$ cat config.mk
export PLATFORM = sky130hd
export DESIGN_NAME = instr_fetch
export DESIGN_NICKNAME = d
export VERILOG_FILES = /design/src/rtl/nand_cpu_pkg.sv /design/src/rtl/fetch_next_pc.sv /design/src/rtl/instr_fetch.sv
export SDC_FILE = /design/constraint.sdc
export NUM_CORES = 1
export LEC_CHECK = 0
export ABC_AREA = 1
export CELL_PAD_IN_SITES_DETAIL_PLACEMENT = 0
export CELL_PAD_IN_SITES_GLOBAL_PLACEMENT = 2
export CORE_MARGIN = 3
export CORE_UTILIZATION = 17
export DETAILED_ROUTE_END_ITERATION = 16
export GPL_ROUTABILITY_DRIVEN = 0
export PLACE_DENSITY = 0.77
export SETUP_SLACK_MARGIN = 0.02
export SLEW_MARGIN = 20
export SYNTH_ARGS = -nofsm -noshare
export SYNTH_HDL_FRONTEND = slang
export SYNTH_SLANG_ARGS = --single-unit
$ cat constraint.sdc
create_clock -name clk -period 1.5 [get_ports clk]
set_clock_uncertainty 0.15 [all_clocks]
set_input_delay 0.225 -clock clk [delete_from_list [all_inputs] [get_ports clk]]
set_output_delay 0.225 -clock clk [all_outputs]
set_load 0.02 [all_outputs]
$ cat src/rtl/nand_cpu_pkg.sv
// Shared types and defaults for the NAND CPU front end.
package nand_cpu_pkg;

   typedef enum logic [1:0] {
      FETCH_REQ,
      FETCH_ISSUE,
      FETCH_HALTED
   } fetch_state_e;

   localparam logic [15:0] ISR_BASE_DEFAULT = 16'h0010;

endpackage

$ cat src/rtl/fetch_next_pc.sv
// Next-PC selection for a consumed instruction: redirect > interrupt > halt > sequential.
// The interrupt vector path exists only when NAND_CPU_INT_EN is defined.
module fetch_next_pc
   import nand_cpu_pkg::*;
#(
   parameter int                  PC_WIDTH = 16,
   parameter logic [PC_WIDTH-1:0] ISR_BASE = PC_WIDTH'(ISR_BASE_DEFAULT)
) (
   input  logic [PC_WIDTH-1:0] pc,
   input  logic                redirect,
   input  logic [PC_WIDTH-1:0] redirect_pc,
   input  logic                dec_interrupt,
   input  logic [3:0]          dec_immdt,
   input  logic                dec_halt,
   output logic [PC_WIDTH-1:0] next_pc,
   output logic                take_int,
   output logic                go_halt
);

   logic [PC_WIDTH-1:0] seq_pc;
   logic [PC_WIDTH-1:0] vec_pc;

   assign seq_pc = pc + PC_WIDTH'(1);

`ifdef NAND_CPU_INT_EN
   assign take_int = ~redirect & dec_interrupt;
   assign vec_pc   = ISR_BASE + PC_WIDTH'(dec_immdt);
`else
   // INT decodes as an ordinary instruction, so its operands are don't-care here.
   logic unused_int;
   assign unused_int = ^{dec_interrupt, dec_immdt, ISR_BASE};
   assign take_int   = 1'b0;
   assign vec_pc     = seq_pc;
`endif

   always_comb begin
      next_pc = seq_pc;
      go_halt = 1'b0;
      if (redirect)
         next_pc = redirect_pc;
      else if (take_int)
         next_pc = vec_pc;
      else
         go_halt = dec_halt;
   end

endmodule

$ cat src/rtl/instr_fetch.sv
// Fetch stage: PC, req/ack instruction read, issue to decoder, halted/EPC state.
// NAND_CPU_INT_EN enables the interrupt vector path and the EPC register.
module instr_fetch
   import nand_cpu_pkg::*;
#(
   parameter int                  PC_WIDTH = 16,
   parameter logic [PC_WIDTH-1:0] RESET_PC = '0,
   parameter logic [PC_WIDTH-1:0] ISR_BASE = PC_WIDTH'(ISR_BASE_DEFAULT)
) (
   input  logic                clk,
   input  logic                rst,
   output logic                imem_req,
   output logic [PC_WIDTH-1:0] imem_addr,
   input  logic                imem_ack,
   input  logic [7:0]          imem_rdata,
   output logic                instr_valid,
   output logic [7:0]          instr,
   output logic [PC_WIDTH-1:0] pc,
   input  logic                stall,
   input  logic                redirect,
   input  logic [PC_WIDTH-1:0] redirect_pc,
   input  logic                dec_interrupt,
   input  logic [3:0]          dec_immdt,
   input  logic                dec_halt,
   input  logic                resume,
   output logic [PC_WIDTH-1:0] epc,
   output logic                halted
);

   fetch_state_e        state, state_nxt;
   logic                consume;
   logic [PC_WIDTH-1:0] next_pc;
   logic                take_int;
   logic                go_halt;

   fetch_next_pc #(
      .PC_WIDTH (PC_WIDTH),
      .ISR_BASE (ISR_BASE)
   ) u_next_pc (
      .pc            (pc),
      .redirect      (redirect),
      .redirect_pc   (redirect_pc),
      .dec_interrupt (dec_interrupt),
      .dec_immdt     (dec_immdt),
      .dec_halt      (dec_halt),
      .next_pc       (next_pc),
      .take_int      (take_int),
      .go_halt       (go_halt)
   );

   assign consume   = (state == FETCH_ISSUE) && !stall;
   assign imem_addr = pc;

   always_ff @(posedge clk) begin
      if (rst)
         state <= FETCH_REQ;
      else
         state <= state_nxt;
   end

   always_comb begin
      state_nxt = state;
      imem_req  = 1'b0;
      case (state)
         FETCH_REQ: begin
            imem_req = 1'b1;
            if (imem_ack)
               state_nxt = FETCH_ISSUE;
         end
         FETCH_ISSUE: begin
            if (!stall)
               state_nxt = go_halt ? FETCH_HALTED : FETCH_REQ;
         end
         FETCH_HALTED: begin
            if (resume)
               state_nxt = FETCH_REQ;
         end
         default: state_nxt = FETCH_REQ;
      endcase
   end

   // Flags are registered copies of the next state so they line up with state.
   always_ff @(posedge clk) begin
      if (rst) begin
         pc          <= RESET_PC;
         instr       <= 8'h00;
         instr_valid <= 1'b0;
         halted      <= 1'b0;
      end else begin
         if (state == FETCH_REQ && imem_ack)
            instr <= imem_rdata;
         if (consume)
            pc <= next_pc;
         instr_valid <= (state_nxt == FETCH_ISSUE);
         halted      <= (state_nxt == FETCH_HALTED);
      end
   end

`ifdef NAND_CPU_INT_EN
   always_ff @(posedge clk) begin
      if (rst)
         epc <= '0;
      else if (consume && take_int)
         epc <= pc + PC_WIDTH'(1);
   end
`else
   logic unused_take_int;
   assign unused_take_int = take_int;
   assign epc             = '0;
`endif

endmodule
* Word level (Yosys, flattened, before mapping)
Index checks and enable logic that the tools add are counted.
** Storage, ports and cells
- Output and inout bits :: 59
- Bits of input ports :: 36
- Logic and storage cells :: 22
- Register bits after elaboration :: 28
** Cells by class
- Equal/unequal tests :: 4
- Reduce and logical (&&, ||, !) cells :: 4
- Add/subtract/negate cells :: 1
- Mux-type cells :: 8
** Operator list (count)
- $add 16x1->16 const B :: 1
- $mux 16 :: 1
- $mux 2 :: 4
- $pmux 2 s3 :: 1
- $eq 2x1->1 const B :: 2
- $eq 2x2->1 const B :: 2
- $logic_and 1x1->1 :: 2
- $logic_not 2->1 :: 1
- $mux 1 :: 2
- $logic_not 1->1 :: 1

* Logic depth before layout (Yosys ltp)
Gate-level depths: netlist (run 1).
- Depth in word-level cells :: 5
- Mapped depth :: 9
- Gate-level depth less buffers :: 9

* Cells and area by module
From an unflattened synthesis (run 1), not the netlist that was laid out.
** Unflattened totals
- Cell total of the unflattened synthesis :: 323
- Area, all modules :: 2000.7 µm²
** Modules (own cells, without submodules)
- instr_fetch :: sequential area each 560.5 µm², area each 1393.8 µm², cells an instance 195, times used 1
- fetch_next_pc :: sequential area each 0.0 µm², area each 606.8 µm², cells an instance 128, times used 1

* Worst setup path after synthesis (run 1)
OpenSTA, ideal clock, no wires.
- Kind :: flip-flop to flip-flop
- Start point :: register pc[0], in the netlist imem_addr[0]
- End point :: register pc[12], in the netlist imem_addr[12]
- Stages on the path, launching flop included :: 9
- Slack :: -0.186 ns
- Clock period less this slack :: 1.686 ns
- Data arrival time :: 1.404 ns
- Buffers on the path :: 0
- Required time :: 1.218 ns
- Setup time :: 0.132 ns
- Path through :: dfxtp_1 -> ha_1 -> nand3_2 -> nor2_4 -> nand2_1 -> nand2_1 -> nand3_1 -> nand2_1 -> a21oi_2
** Between the ends
- Longest elaborated chain between the ends :: 2
** Ends and longest elaborated chain
- start: declaration :: RTL line instr_fetch.sv:18 : output logic [PC_WIDTH-1:0] pc,
- start signal: assignment :: RTL line instr_fetch.sv:93 : pc <= next_pc;
- $add 16x1->16 :: RTL line fetch_next_pc.sv:23 : assign seq_pc = pc + PC_WIDTH'(1);
- $mux 16 :: RTL line fetch_next_pc.sv:39 : if (redirect)
No other way between the ends.
A chain may end at the register's enable or synchronous reset.

* Worst setup path in the final report (run 1)
- Start point :: register pc[1], in the netlist imem_addr[1]
- End point :: output port imem_addr[1]
** RTL lines
- end: declaration :: RTL line instr_fetch.sv:13 : output logic [PC_WIDTH-1:0] imem_addr,
No word-level cell between the ends.

==> PnR_summary.wiki, run 1 <==
{| class="wikitable"
! Metric !! Value
|-
| Utilization of the core after routing || 0.2743
|-
| Multi-input combinational cell area || 958.4 sq um
|-
| IO buf count || 73
|-
| Number of endpoints failing setup at the final stage || 0
|-
| Arrival time at the worst endpoint || 1060 ps
|-
| CTS tree || built
|-
| Max Fclk || 698.5 MHz
|-
| WS Path Type || reg2out
|-
| Post-detailed-placement half-perimeter wirelength || 4246 microns
|-
| I/O pin cnt || 95
|-
| Post-cts hold buffer count || 0
|-
| Maximum resistive drop on vdd || 0.4727 mV
|-
| Number of non-filler instances in the completed layout || 484
|-
| Via count of the first global-routing pass || 1,717
|-
| Result of the run || finished clean
|-
| Final worst path period share || 0.9545
|-
| RSZ-0062 raised after global routing || true
|-
| Top area cells in the synthesized netlist || dfxtp_1 (31%), buf_4 (13%), nand2_1 (13%)
|-
| Pre-CTS worst setup slack || -161.9 ps
|-
| Max-capacitance violation count || 0
|-
| Critical Path End Type || output port
|-
| Element type at the critical path start || register
|-
| Min-Delay Endpoint || instr[1]$_SDFFE_PP0P_
|-
| Depth of the CTS H-tree || 1
|-
| First-pass GRT wire length || 8542 microns
|-
| Layout cell share with drive strength beyond 1 || 0.2108
|-
| Site Rows || 36
|-
| Power density over the cells || 618.4 mW/mm^2
|-
| Aggregate routed wire length || 5444 microns
|-
| Commonest cells in the synthesized netlist || nand2_1 (61), nor2_1 (43), buf_4 (32)
|-
| Min-delay worst type || reg2reg
|-
| Starting Density || 0.1796
|-
| Count of unique library cells instantiated by Yosys || 30
|-
| Sum of negative setup slack || 0 ps
|-
| Start point of the worst hold path || instr[1]$_SDFFE_PP0P_
|-
| Post-synthesis cell type with the largest combined area || dfxtp_1
|-
| Largest buffer count on any clock path || 2
|-
| 1st-pass router iterations || 6
|-
| Overall die height || 108.8 microns
|-
| DR iter-0 viols || 38
|-
| Total clock buffers created by CTS || 3
|-
| Post-layout worst setup margin || 68.32 ps
|-
| Worst hold path stage count || 2
|-
| Critical path startpoint || imem_addr[1]$_SDFFE_PP0P_
|-
| Synth Warn # || 0
|-
| Req. time, crit path || 1120 ps
|-
| Clock latency of the later-clocked register in the worst-skew pair || 280 ps
|-
| Startpoint of the worst register-to-register path || imem_addr[0]$_SDFFE_PP0P_
|-
| Max Fanout on Critical Path || 3
|-
| Die ar. || 0.01183 sq mm
|-
| Hold Fails Final Rpt || 0
|-
| Layout fillers || 1,147
|-
| Main synth FF type || dfxtp_1
|-
| Clock root buffer || clkbuf_8
|-
| Number of enable flip-flop cells after synthesis || 0
|-
| Num Clock Sinks || 28
|-
| Synth Instances || 271
|-
| Ys async rst share || 0
|-
| Total of flip-flops plus latches after synthesis || 28
|-
| Most used standard cell by instance count after synthesis || nand2_1
|-
| Worst-case register-to-register setup slack || 110 ps
|-
| GRT overflow || 0
|-
| Capture instance of the worst register-to-register path || imem_addr[8]$_SDFFE_PP0P_
|-
| Clock slew seen by the registers of the worst setup and hold paths || 100 ps
|-
| Antenna Cells || 0
|-
| Inst Count DP || 475
|-
| Overall via count from detail_route || 1,874
|-
| Maximum number of pins on one net before global-route repair || 18
|-
| Total global-route track usage || 0.09088
|-
| Cell count of the worst reg-to-reg path || 6
|-
| Placeable core region || 0.01000 sq mm
|-
| Detailed-route DRC error count || 0
|-
| Reported leakage power || 0.001211 uW
|-
| Chip width || 108.8 microns
|-
| Layout net count || 389
|-
| DRT antenna net count || 0
|-
| Reg area || 593.1 sq um
|-
| Time the final worst path needs with I/O delays and setup || 1432 ps
|-
| Top cell type's share of synthesized area || 0.3122
|-
| Post-synthesis sequential area ratio || 0.3122
|-
| Max Slew Vio Count || 0
|-
| Via-to-Cell Ratio || 3.872
|-
| DR WL/cell || 11.25 microns
|-
| Area added between synthesis and finish || 52.75%
|-
| Initial antenna violation count || 0
|-
| Avg Inst Size Synth || 6.625 sq um
|-
| Syn Std Cell Area || 0.001795 sq mm
|}
critical path, cell delays in order (launching register included):
cell and delay, ps:
dfxtp_4 370, buf_4 140, clkdlybuf4s15_1 280
metrics by stage:
stage / power, uW / area, sq um / hold WS [ps]
2_1_floorplan: 1109 / 1864 / 227.2
3_3_place_gp: 1308 / 2661 / 312.9
3_5_place_dp: 1310 / 2661 / 326.0
4_1_cts: 1732 / 2663 / 346.1
5_1_grt: 1801 / 2743 / 364.7
6_report: 1696 / 2743 / 336.4
per-layer routing:
metal  share of wire  track usage  vias to the layer above  wire [microns]
met1            0.42       0.1051                      833            2306
li1                -            -                      980               -
met4           0.011      0.01623                        0              59
met5               0            0                        -               0
met2            0.48       0.1615                       57            2604
met3           0.087      0.03375                        4             473
placed cells by master (no fill, tap or decap), types with 5 or more instances in the layout:
master and n:
inv_1 14, nand3_1 15, dfxtp_1 16, o21ai_0 15, nor2_1 39, clkdlybuf4s50_1 30
dfxtp_4 7, dlygate4sd2_1 35, nor2_2 5, buf_4 30, a21oi_1 18, conb_1 16
nand2_1 59, dfxtp_2 5
area by class of cell:
class / count / area share
Timing Repair Buffer: 104 / 0.3326
Tap cell: 133 / 0.06068
Multi-Input combinational cell: 197 / 0.3495
Sequential cell: 28 / 0.2162
Inverter: 18 / 0.02464
Clock buffer: 3 / 0.01505
Clock inverter: 1 / 0.001369
kinds of logic (layout without fill, tap and decap cells):
logic type	Yosys count	in the layout	synth area share
AO/OA/AOI/OAI	46	46	0.1401
XOR/XNOR	1	1	0.004879
adder cells (fa/ha/maj)	1	1	0.006968
buffers and inverters	61	126	0.2090
flip-flops	28	28	0.3122
other	1	16	0.002089
AND/OR/NAND/NOR	133	133	0.3247
where the power goes:
part	internal, uW	total, uW	leakage, uW	switching (uW)
Clock	184	440	0.0000231	256
Sequential	774	803	0.000237	29.5
Combinational	206	452	0.000951	247
Total	1160	1700	0.00121	532
worst max path at each step:
| stage | endpoint | cells after the start |
|---|---|---|
| 6_report | imem_addr[1] | 2 |
| 5_1_grt | imem_addr[12]$_SDFFE_PP0P_ | 9 |
| 4_1_cts | imem_addr[0] | 2 |
| 3_5_place_dp | imem_addr[6]$_SDFFE_PP0P_ | 6 |
| 3_3_place_gp | imem_addr[6]$_SDFFE_PP0P_ | 6 |
| 2_1_floorplan | imem_addr[12]$_SDFFE_PP0P_ | 8 |
what timing repair did:
action,in CTS,in global routing
pin swaps,1,3
gates cloned,0,0
buffers inserted,0,5
gates resized for setup,51,29
endpoints found under the setup margin,48,30
sequential cells by signal, indices dropped and copies added (netlist names):
register and flops:
imem_addr 16, instr 8, state 2, halted 1, instr_valid 1
Power figures use the tool's default switching activity.
==> run 2: changes to the inputs <==
--- a/config.mk
+++ b/config.mk
@@ -13,3 +13,2 @@
 export DETAILED_ROUTE_END_ITERATION = 16
-export GPL_ROUTABILITY_DRIVEN = 0
 export PLACE_DENSITY = 0.77
==> constraint.sdc (replaced) <==
create_clock -name clk -period 1.5 [get_ports clk]
set_clock_uncertainty 0.15 [all_clocks]
set_input_delay 0.375 -clock clk [delete_from_list [all_inputs] [get_ports clk]]
set_output_delay 0.375 -clock clk [all_outputs]
set_load 0.02 [all_outputs]
==> PnR_summary.wiki, run 2 (synthesis gave the netlist of run 1 again) <==
{| class="wikitable"
! Metric !! Value
|-
| Result of the run || finished clean
|-
| Total clock buffers created by CTS || 3 (unchanged)
|-
| Chip width || 108.8 microns (unchanged)
|-
| PnR Total Power || 1909 uW (+13%)
|-
| Time the final worst path needs with I/O delays and setup || 1433 ps (+1.702 ps)
|-
| Utilization of the core after routing || 0.2807 (+0.006382)
|-
| Placeable core region || 0.01000 sq mm (unchanged)
|-
| Initial antenna violation count || 0 (unchanged)
|-
| GRT overflow || 0 (unchanged)
|-
| Clock latency of the later-clocked register in the worst-skew pair || 280 ps (about the same)
|-
| DRT antenna net count || 0 (unchanged)
|-
| Number of endpoints failing setup at the final stage || 0 (unchanged)
|-
| Startpoint of the worst register-to-register path || imem_addr[1]$_SDFFE_PP0P_
|-
| Arrival time at the worst endpoint || 910 ps (-150 ps)
|-
| Maximum number of pins on one net before global-route repair || 17 (-1)
|-
| Depth of the CTS H-tree || 1 (unchanged)
|-
| Area added between synthesis and finish || 56.31%
|-
| Max-capacitance violation count || 0 (unchanged)
|-
| I/O pin cnt || 95 (unchanged)
|-
| Total global-route track usage || 0.09258 (+0.001701)
|-
| IO buf count || 73 (unchanged)
|-
| Min-delay worst type || reg2reg
|-
| RD Place Congestion || 0.7446
|-
| Number of flip-flops in the largest register || 16 (unchanged)
|-
| Aggregate routed wire length || 5587 microns (+2.6%)
|-
| Power density over the cells || 680.3 mW/mm^2 (+10%)
|-
| Hold Fails Final Rpt || 0 (unchanged)
|-
| First-pass GRT wire length || 8687 microns (+1.7%)
|-
| Post-cts hold buffer count || 0 (unchanged)
|-
| Layout cell share with drive strength beyond 1 || 0.3567 (+0.1459)
|-
| Overall via count from detail_route || 1,884 (+0.53%)
|-
| Layout net count || 394 (+1.3%)
|-
| Num Clock Sinks || 28 (unchanged)
|-
| Via count of the first global-routing pass || 1,780 (+3.7%)
|-
| Max Slew Vio Count || 0 (unchanged)
|-
| Worst-case register-to-register setup slack || 70 ps (-40 ps)
|-
| Leading cell type in the layout, fill and taps excluded || nand2_1
|-
| Antenna Cells || 0 (unchanged)
|-
| Largest buffer count on any clock path || 2 (unchanged)
|-
| Critical path startpoint || state[0]$_SDFF_PP0_
|-
| Overall die height || 108.8 microns (unchanged)
|-
| Req. time, crit path || 970 ps (-150 ps)
|-
| Final worst path period share || 0.9556 (+0.001135)
|-
| CTS tree || built
|-
| Max Fclk || 697.7 MHz (-0.12%)
|-
| Most used cells in the layout excluding fill and tap cells || nand2_1 (56), nor2_1 (39), buf_4 (30), clkdlybuf4s50_1 (29), buf_2 (27)
|-
| Clock root buffer || clkbuf_8
|-
| Cell count of the worst reg-to-reg path || 8 (+2)
|-
| Die ar. || 0.01183 sq mm (unchanged)
|-
| Reported leakage power || 0.001181 uW (-2.5%)
|-
| Layout fillers || 1,158 (+0.96%)
|-
| DR WL/cell || 11.43 microns (+1.6%)
|-
| Critical Path End Type || output port
|-
| WS Path Type || reg2out
|-
| DR iter-0 viols || 34 (-11%)
|-
| 1st-pass router iterations || 4 (-2)
|-
| Max Fanout on Critical Path || 4 (+1)
|-
| Maximum resistive drop on vdd || 0.3676 mV (-22%)
|-
| Site Rows || 36 (unchanged)
|-
| Post-detailed-placement half-perimeter wirelength || 4376 microns (+3.1%)
|-
| Min-Delay Endpoint || instr[6]$_SDFFE_PP0P_
|-
| Clock slew seen by the registers of the worst setup and hold paths || 110 ps (about the same)
|-
| Worst hold path stage count || 2 (unchanged)
|-
| Capture instance of the worst register-to-register path || imem_addr[12]$_SDFFE_PP0P_
|-
| Via-to-Cell Ratio || 3.853 (-0.49%)
|-
| RSZ-0062 raised after global routing || true
|-
| Element type at the critical path start || register
|-
| Start point of the worst hold path || instr[6]$_SDFFE_PP0P_
|-
| Detailed-route DRC error count || 0 (unchanged)
|-
| Starting Density || 0.1796 (unchanged)
|}
[run 2: worst max-delay path by stage]
stage | end | slack, ps | cells past startpoint
after CTS | imem_addr[6]$_SDFFE_PP0P_ | 20 | 6
after detailed placement | imem_addr[6]$_SDFFE_PP0P_ | -280 | 6
after global routing | imem_addr[12]$_SDFFE_PP0P_ | -20 | 8
after floorplan | imem_addr[12]$_SDFFE_PP0P_ | 40 | 8
final | imem_req | 70 | 2
after global placement | imem_addr[6]$_SDFFE_PP0P_ | -300 | 6
[run 2: repair_timing]
item	4_1_cts	5_1_grt
buffers inserted	1	3
cloned	0	0
pin swaps	2	9
resized for setup	149	54
endpoints found under the setup margin	49	37
[run 2: worst max-delay path: stages (launching register included)]
cell	delay, ps
dfxtp_4	370
nor2_4	120
buf_6	130
[run 2: metrics by stage]
step | setup slack (ps) | cells | cell area (sq um) | hold WS [ps] | TNS (ps)
4_1_cts | 15.34 | 486 | 2809 | 346.8 | 0
3_5_place_dp | -280.5 | 481 | 2706 | 321.1 | -5844
5_1_grt | -20.93 | 489 | 2806 | 371.5 | -68.80
3_3_place_gp | -298.9 | 481 | 2706 | 312.6 | -5562
6_report | 66.62 | 489 | 2806 | 336.0 | 0
2_1_floorplan | 36.62 | 286 | 1864 | 357.5 | 0
[run 2: cell type report]
cell class                      count  area, sq um  area share
Clock inverter                      1        30.03     0.01070
Clock buffer                        3        41.29     0.01471
Inverter                           18        70.07     0.02497
Multi-Input combinational cell    197        998.5      0.3558
Sequential cell                    28        586.8      0.2091
Tap cell                          133        166.4     0.05930
Timing Repair Buffer              109        913.4      0.3255
[run 2: per-layer routing]
metal  wire length (microns)  track usage
met5                       0            0
met4                      46      0.01353
met3                     500      0.03493
met2                    2775       0.1673
met1                    2264       0.1057
[run 2: where the power goes]
group	leakage [uW]	internal (uW)	total, uW	switching [uW]
Clock	0.0000357	358	631	273
Sequential	0.000236	779	807	27.6
Combinational	0.000909	216	471	255
